`config.mk`:
```
export PLATFORM = sky130hd
export DESIGN_NAME = vigenere_cipher_stream_flat
export DESIGN_NICKNAME = d
export VERILOG_FILES = /design/src/rtl/vigenere_cipher_stream_if.sv /design/src/rtl/vigenere_cipher_stream.sv /design/src/flat_wrapper.sv
export SDC_FILE = /design/constraint.sdc
export NUM_CORES = 1
export LEC_CHECK = 0
export ABC_AREA = 1
export ABC_CLOCK_PERIOD_IN_PS = 3300
export CAP_MARGIN = 20
export CORE_MARGIN = 2
export CORE_UTILIZATION = 50
export CTS_CLUSTER_SIZE = 10
export DETAILED_ROUTE_END_ITERATION = 6
export PLACE_DENSITY = 0.77
export REMOVE_ABC_BUFFERS = 1
export SLEW_MARGIN = 20
export SYNTH_ARGS = -nofsm -noshare
export SYNTH_HDL_FRONTEND = slang
export SYNTH_SLANG_ARGS = --single-unit
```
`constraint.sdc`:
```
create_clock -name clk -period 3.3 [get_ports clk]
set_input_delay 0.495 -clock clk [delete_from_list [all_inputs] [get_ports clk]]
set_output_delay 0.495 -clock clk [all_outputs]
set_load 0.05 [all_outputs]
```
`src/rtl/vigenere_cipher_stream_if.sv`:
```
`timescale 1ns/1ps
`default_nettype none
// ============================================================================
// Module      : vigenere_cipher_stream_if
// Description : Key-load and byte-stream handshake bundle for the streaming
//               Vigenere cipher engine.
// Revision    : 1.0 - initial release
// ============================================================================
interface vigenere_cipher_stream_if #(
  parameter int MAX_KEY_LEN = 16
);
  localparam int IDX_W = $clog2(MAX_KEY_LEN);

  // Key load channel
  logic             key_wr_valid;
  logic [7:0]       key_wr_char;
  logic             key_wr_last;
  logic             key_rewind;
  logic             key_err;
  logic [IDX_W:0]   key_len;

  // Input stream
  logic             in_valid;
  logic             in_ready;
  logic [7:0]       in_char;
  logic             in_dir;

  // Output stream
  logic             out_valid;
  logic             out_ready;
  logic [7:0]       out_char;
  logic             out_err;

  // Source/sink side
  modport master (
    output key_wr_valid, key_wr_char, key_wr_last, key_rewind,
    output in_valid, in_char, in_dir, out_ready,
    input  key_err, key_len, in_ready, out_valid, out_char, out_err
  );

  // Cipher engine side
  modport slave (
    input  key_wr_valid, key_wr_char, key_wr_last, key_rewind,
    input  in_valid, in_char, in_dir, out_ready,
    output key_err, key_len, in_ready, out_valid, out_char, out_err
  );
endinterface
`default_nettype wire

```
`src/rtl/vigenere_cipher_stream.sv`:
```
`timescale 1ns/1ps
`default_nettype none
// ============================================================================
// Module      : vigenere_cipher_stream
// Description : Streaming Vigenere cipher. A 1..MAX_KEY_LEN letter key is
//               loaded serially into a key RAM; each accepted letter is
//               shifted by the current key letter (encrypt right / decrypt
//               left) and the key index wraps automatically. One-entry
//               registered output stage with valid/ready on both sides.
//               Optional macro VIGENERE_PASSTHROUGH_EN: non-letters pass
//               through unchanged instead of being flagged with out_err.
// Revision    : 1.0 - initial release
// ============================================================================
module vigenere_cipher_stream #(
  parameter int MAX_KEY_LEN = 16
) (
  input  logic                      clk,
  input  logic                      rst_n,
  vigenere_cipher_stream_if.slave   bus
);

  localparam int IDX_W = $clog2(MAX_KEY_LEN);

  localparam logic [1:0] S_NOKEY = 2'd0;
  localparam logic [1:0] S_LOAD  = 2'd1;
  localparam logic [1:0] S_RUN   = 2'd2;

  localparam logic [IDX_W:0]   c_MAX_LEN = (IDX_W+1)'(MAX_KEY_LEN);
  localparam logic [IDX_W:0]   c_LEN_ONE = (IDX_W+1)'(1);
  localparam logic [IDX_W-1:0] c_IDX_ONE = IDX_W'(1);

  // Registered state
  logic [1:0]       r_state;
  logic [IDX_W:0]   r_wr_ptr;
  logic [IDX_W:0]   r_key_len;
  logic             r_key_err;
  logic [IDX_W-1:0] r_idx;
  logic             r_out_valid;
  logic [7:0]       r_out_char;
  logic             r_out_err;
  logic [4:0]       r_key [MAX_KEY_LEN];

  // Key-side combinational
  logic             w_key_ok;
  logic [4:0]       w_key_shift;
  logic             w_key_first;
  logic             w_key_ovf;
  logic             w_key_bad;
  logic             w_key_we;
  logic [IDX_W-1:0] w_key_addr;
  logic [IDX_W:0]   w_wr_ptr_cur;

  // Data-side combinational
  logic             w_in_ready;
  logic             w_xfer;
  logic             w_in_letter;
  logic [IDX_W-1:0] w_use_idx;
  logic [4:0]       w_k;
  logic [4:0]       w_off;
  logic [5:0]       w_sum;
  logic [4:0]       w_enc;
  logic [4:0]       w_dec;
  logic [4:0]       w_res;
  logic [7:0]       w_letter_char;
  logic             w_idx_wrap;
  logic [IDX_W-1:0] w_idx_next;
  logic [7:0]       w_res_char;
  logic             w_res_err;

  function automatic logic f_is_letter(input logic [7:0] c);
    return ((c >= 8'h41) && (c <= 8'h5A)) || ((c >= 8'h61) && (c <= 8'h7A));
  endfunction

  // ---------------------------------------------------------------------
  // Key load decode
  // ---------------------------------------------------------------------
  // 'A' (0x41) and 'a' (0x61) both have 5'd1 in their low five bits, so the
  // alphabet offset of either case is simply char[4:0] - 1.
  assign w_key_ok     = f_is_letter(bus.key_wr_char);
  assign w_key_shift  = bus.key_wr_char[4:0] - 5'd1;
  assign w_key_first  = (r_state != S_LOAD);
  assign w_key_ovf    = (r_state == S_LOAD) && (r_wr_ptr == c_MAX_LEN);
  assign w_key_bad    = !w_key_ok || w_key_ovf;
  assign w_key_we     = bus.key_wr_valid && !w_key_bad;
  assign w_wr_ptr_cur = w_key_first ? '0 : r_wr_ptr;
  assign w_key_addr   = w_wr_ptr_cur[IDX_W-1:0];

  // ---------------------------------------------------------------------
  // Cipher datapath
  // ---------------------------------------------------------------------
  assign w_in_ready  = (r_state == S_RUN) && (!r_out_valid || bus.out_ready);
  assign w_xfer      = bus.in_valid && w_in_ready;
  assign w_in_letter = f_is_letter(bus.in_char);

  // A rewind in the same cycle as an accepted char makes that char use key[0].
  assign w_use_idx = bus.key_rewind ? '0 : r_idx;
  assign w_k       = r_key[w_use_idx];
  assign w_off     = bus.in_char[4:0] - 5'd1;
  assign w_sum     = {1'b0, w_off} + {1'b0, w_k};
  assign w_enc     = (w_sum >= 6'd26) ? 5'(w_sum - 6'd26) : w_sum[4:0];
  // Modulo-32 wrap of the intermediate is harmless: the final result is 0..25.
  assign w_dec     = (w_off >= w_k) ? (w_off - w_k) : (w_off + 5'd26 - w_k);
  assign w_res     = bus.in_dir ? w_dec : w_enc;
  // Upper three bits carry the case (base 0x40 / 0x60); re-add the +1 offset.
  assign w_letter_char = {bus.in_char[7:5], w_res + 5'd1};

  assign w_idx_wrap = ({1'b0, w_use_idx} == (r_key_len - c_LEN_ONE));
  assign w_idx_next = w_idx_wrap ? '0 : (w_use_idx + c_IDX_ONE);

`ifdef VIGENERE_PASSTHROUGH_EN
  assign w_res_char = w_in_letter ? w_letter_char : bus.in_char;
  assign w_res_err  = 1'b0;
`else
  assign w_res_char = w_in_letter ? w_letter_char : 8'h00;
  assign w_res_err  = !w_in_letter;
`endif

  // Key RAM: contents are don't-care after reset, so no reset branch.
  always_ff @(posedge clk) begin
    if (w_key_we) begin
      r_key[w_key_addr] <= w_key_shift;
    end
  end

  // Control FSM: key load sequencing, key length, error flag and key index.
  always_ff @(posedge clk or negedge rst_n) begin
    if (!rst_n) begin
      r_state   <= S_NOKEY;
      r_wr_ptr  <= '0;
      r_key_len <= '0;
      r_key_err <= 1'b0;
      r_idx     <= '0;
    end else begin
      r_idx <= (w_xfer && w_in_letter) ? w_idx_next : w_use_idx;
      // Key writes take priority; a data char in this cycle used the old key.
      if (bus.key_wr_valid) begin
        if (w_key_bad) begin
          r_key_err <= 1'b1;
          r_key_len <= '0;
          r_wr_ptr  <= '0;
          r_state   <= S_NOKEY;
        end else begin
          if (w_key_first) begin
            r_key_err <= 1'b0;
          end
          r_wr_ptr <= w_wr_ptr_cur + c_LEN_ONE;
          if (bus.key_wr_last) begin
            r_key_len <= w_wr_ptr_cur + c_LEN_ONE;
            r_idx     <= '0;
            r_state   <= S_RUN;
          end else begin
            r_key_len <= '0;
            r_state   <= S_LOAD;
          end
        end
      end
    end
  end

  // One-entry output register: load on transfer, drop valid once consumed.
  always_ff @(posedge clk or negedge rst_n) begin
    if (!rst_n) begin
      r_out_valid <= 1'b0;
      r_out_char  <= 8'h00;
      r_out_err   <= 1'b0;
    end else if (w_xfer) begin
      r_out_valid <= 1'b1;
      r_out_char  <= w_res_char;
      r_out_err   <= w_res_err;
    end else if (bus.out_ready) begin
      r_out_valid <= 1'b0;
    end
  end

  assign bus.in_ready  = w_in_ready;
  assign bus.out_valid = r_out_valid;
  assign bus.out_char  = r_out_char;
  assign bus.out_err   = r_out_err;
  assign bus.key_err   = r_key_err;
  assign bus.key_len   = r_key_len;

endmodule
`default_nettype wire

```
`src/flat_wrapper.sv`:
```
// flat-port wrapper written by rule: the top's interface ports become plain ports
module vigenere_cipher_stream_flat 
#(
  parameter int MAX_KEY_LEN = 16
)
  (clk, rst_n, bus_key_wr_valid, bus_key_wr_char, bus_key_wr_last, bus_key_rewind, bus_in_valid, bus_in_char, bus_in_dir, bus_out_ready, bus_key_err, bus_key_len, bus_in_ready, bus_out_valid, bus_out_char, bus_out_err);
  vigenere_cipher_stream_if #(.MAX_KEY_LEN(MAX_KEY_LEN)) bus_i ();
  input  logic clk;
  input  logic rst_n;
  input wire logic [$bits(bus_i.key_wr_valid)-1:0] bus_key_wr_valid;
  input wire logic [$bits(bus_i.key_wr_char)-1:0] bus_key_wr_char;
  input wire logic [$bits(bus_i.key_wr_last)-1:0] bus_key_wr_last;
  input wire logic [$bits(bus_i.key_rewind)-1:0] bus_key_rewind;
  input wire logic [$bits(bus_i.in_valid)-1:0] bus_in_valid;
  input wire logic [$bits(bus_i.in_char)-1:0] bus_in_char;
  input wire logic [$bits(bus_i.in_dir)-1:0] bus_in_dir;
  input wire logic [$bits(bus_i.out_ready)-1:0] bus_out_ready;
  output wire logic [$bits(bus_i.key_err)-1:0] bus_key_err;
  output wire logic [$bits(bus_i.key_len)-1:0] bus_key_len;
  output wire logic [$bits(bus_i.in_ready)-1:0] bus_in_ready;
  output wire logic [$bits(bus_i.out_valid)-1:0] bus_out_valid;
  output wire logic [$bits(bus_i.out_char)-1:0] bus_out_char;
  output wire logic [$bits(bus_i.out_err)-1:0] bus_out_err;
  assign bus_i.key_wr_valid = bus_key_wr_valid;
  assign bus_i.key_wr_char = bus_key_wr_char;
  assign bus_i.key_wr_last = bus_key_wr_last;
  assign bus_i.key_rewind = bus_key_rewind;
  assign bus_i.in_valid = bus_in_valid;
  assign bus_i.in_char = bus_in_char;
  assign bus_i.in_dir = bus_in_dir;
  assign bus_i.out_ready = bus_out_ready;
  assign bus_key_err = bus_i.key_err;
  assign bus_key_len = bus_i.key_len;
  assign bus_in_ready = bus_i.in_ready;
  assign bus_out_valid = bus_i.out_valid;
  assign bus_out_char = bus_i.out_char;
  assign bus_out_err = bus_i.out_err;
  vigenere_cipher_stream #(.MAX_KEY_LEN(MAX_KEY_LEN)) u_core (.clk(clk), .rst_n(rst_n), .bus(bus_i));
endmodule
```
==> results.toml <==
[sta]
fmax_ghz = 0.301
setup_viol = 1
worst_pin_slew_ps = 612
timing.final.ws_setup_ps = -25.9
skew_ps = 7.94
setup_tns_ps = -25.9
maxSlewViolCount = 0
rsz0062_at_grt = "yes"
maxSlewHeadroom_pct = 59.0
fin_crit_ps = 3330
hold_ws_ps = 476
hold_viol = 0
fin_crit_sh_pct = 101

[routing]
vias_per_cell = 5.59
antenna_left = 0
drt_first_pass_iters = 5
post_drt_wl_per_cell_um = 17.6
drc_errors = 0
drtIter0Drc = 415
vias = 4780
totalWireLength_mm = 15.0

[floorplan]
initial_core_util_pct = 51.9
rows = 38
core_area_um2 = 11000
die_h_um = 111
die_area_um2 = 12300
ios = 41
die_w_um = 111

[setup_path]
cp_max_fo = 7
r2r_slack_ps = -30
cp.arrival_ps = 3560
critPathRequiredTime_ps = 3540
startpoint = "u_core.r_idx[0]$_DFF_PN0_"
r2r_cells = 27
slowest_delay_ps = 400
path_buf_inv = 5
crit_path_frequent_cell = "nand2_1"
rr_endpoint = "u_core.bus.out_char[4]$_DFFE_PN0P_"
cp-start-kind = "flip-flop"
rr_startpoint = "u_core.r_idx[0]$_DFF_PN0_"
cp-end-kind = "flip-flop"
cp_slowest_cell = "fa_2"
path_delay_family = "simple AND/OR/NAND/NOR gates"
path_class = "flip-flop to flip-flop"

[power_and_ir_drop]
peakVddDrop_mv = 0.396
power.leakage_nw = 3.10
total_power_mw = 3.32
powerDensity_nw_per_um2 = 439

[synth]
synth_top_family_by_area = "simple AND/OR/NAND/NOR gates"
netlist_instances = 590
synth_area_per_cell_um2 = 9.65
synth_area_um2 = 5700
synth_xor_xnor_area_share_pct = 3.23
yosys.area.top_type = "edfxtp_1"
synth.distinct_cells = 36
muxShareOfSynthArea_pct = 0
yosysWarnings = 0
ys_ff_latch = 107
yosys.area.top_type_share_pct = 42.2
synth-compound-area-share_pct = 8.66
synthTopCellsByArea = "edfxtp_1 (42%), dfrtp_1 (12%), nand2_1 (9.9%), ha_1 (6.4%), nand3_1 (4.9%)"
synth_fa_ha_area_share_pct = 7.78
seq_area_frac_synth_pct = 54.0
synthSimpleGateAreaFrac_pct = 20.7

[worst_hold_path]
hold_path_end = "u_core.bus.out_char[7]$_DFFE_PN0P_"
worstHoldPathCells = 2
worstHoldStart = "u_core.bus.out_char[7]$_DFFE_PN0P_"
hold_path_class = "flip-flop to flip-flop"

[cells_and_area]
multi_input_area_um2 = 2640
final_cells = 855
drive_gt1_share_pct = 26.0
area_delta_synth_final_pct = 32.7
post-route-util_pct = 68.8
stdcell_area_um2 = 7560
nets = 767
final_common_cell = "nand2_1"
regArea_um2 = 3080
final_cell_mix = "nand2_1 (136), edfxtp_1 (80), buf_4 (72), inv_1 (47), nor2_1 (42)"
fillers = 776
insertedDiodeCount = 0

[grt]
met3_usage_pct = 4.16
use_met2_pct = 42.1
grt_pass1_vias = 4857
antenna_found_initial = 0
grt_start_max_net_pins = 28
grt.met1_usage_pct = 30.7
grt_first_pass_wirelength_mm = 23.8
grt_use_total_pct = 24.2
overflow = 0
top_usage_layer = "met2"

[cts]
cts_sinks = 107
clock_path_buffers = 2
clk_pin_slew_worst_paths_ps = 70
clkLatencyLatePin_ps = 350
cts_tree = "done"
cts_root_buf = "clkbuf_16"
numCtsBuffers = 9
cts.htree.levels = 3

[place]
placed_area_um2 = 6680
place_ws_ps = -774
gp_congestion = 0.943
dp_hpwl_mm = 10.3
dpl.cell_count = 816
portBuffers = 40

[job]
drv_cap = 0

[status]
status = "finished, violations left"
violations = "negative setup slack"
## worst max path at each step
| stage | to | cells past startpoint |
|---|---|---|
| 2_1_floorplan | u_core.bus.out_char[4]$_DFFE_PN0P_ | 28 |
| 3_3_place_gp | u_core.bus.out_char[4]$_DFFE_PN0P_ | 21 |
| 3_5_place_dp | u_core.bus.out_char[4]$_DFFE_PN0P_ | 21 |
| 4_1_cts | u_core.bus.out_char[4]$_DFFE_PN0P_ | 29 |
| 5_1_grt | u_core.bus.out_char[4]$_DFFE_PN0P_ | 28 |
| 6_report | u_core.bus.out_char[4]$_DFFE_PN0P_ | 27 |
## area by class of cell
type                            count  share of cell area, %
Clock buffer                       13                   3.49
Clock inverter                      3                  0.282
Inverter                           65                   3.44
Multi-Input combinational cell    401                   34.9
Sequential cell                   107                   40.7
Tap cell                          140                   2.32
Timing Repair Buffer              126                   14.8
## routing by layer
layer | vias up | routed length, µm
li1 | 2240 | -
met1 | 2304 | 6060
met2 | 184 | 7670
met3 | 52 | 799
met4 | 0 | 491
met5 | - | 0
## cell usage after synthesis
library cell,count
nand2_1,150
edfxtp_1,80
inv_1,58
nand3_1,56
nor2_1,45
ha_1,29
dfrtp_1,27
a21oi_1,21
xor2_1,15
clkbuf_1,12
o211ai_1,11
o21ai_0,11
a32o_1,10
o22ai_1,9
xnor2_1,6
nand2_2,5
buf_2,4
fa_1,4
inv_2,4
nand4_1,4
nor3_1,4
clkinv_1,3
o21bai_1,3
a21oi_2,2
a22o_1,2
nand3_2,2
nand3b_1,2
nor2_2,2
o21a_1,2
a211oi_1,1
buf_6,1
nand2_4,1
nand3_4,1
nor3b_2,1
o21ai_1,1
o21ai_2,1
## registers in the layout, indices dropped and copies added (netlist names)
| register | cells |
|---|---|
| u_core.bus.key_err | 1 |
| u_core.bus.key_len | 5 |
| u_core.bus.out_char | 8 |
| u_core.bus.out_err | 1 |
| u_core.bus.out_valid | 1 |
| u_core.r_idx | 4 |
| u_core.r_key | 80 |
| u_core.r_state | 2 |
| u_core.r_wr_ptr | 5 |
## cells by family after synthesis
kind of cell / count (synthesis)
fa+ha+maj: 33
xor+xnor: 21
compound gates: 74
simple gates: 273
flops: 107
buf+inv: 82
## tightest hold or removal path, stage by stage (launching register included)
cell and delay (ps):
dfrtp_1 350, nand2_1 50, inv_1 40
## report_power, final
part / switching (mW) / total [mW] / internal (mW) / leakage (nW)
clock network: 0.470 / 1.04 / 0.566 / 0.141
registers: 0.0146 / 1.50 / 1.48 / 1.09
logic: 0.444 / 0.783 / 0.339 / 1.88
## repair_timing
action,4_1_cts,5_1_grt
pin swaps,22,43
setup buffers,16,8
hold buffers,0,0
setup endpoints to repair,4,4
gates resized for setup,43,63
cloned,1,1
Note: power is estimated with default switching activity, not from simulation.
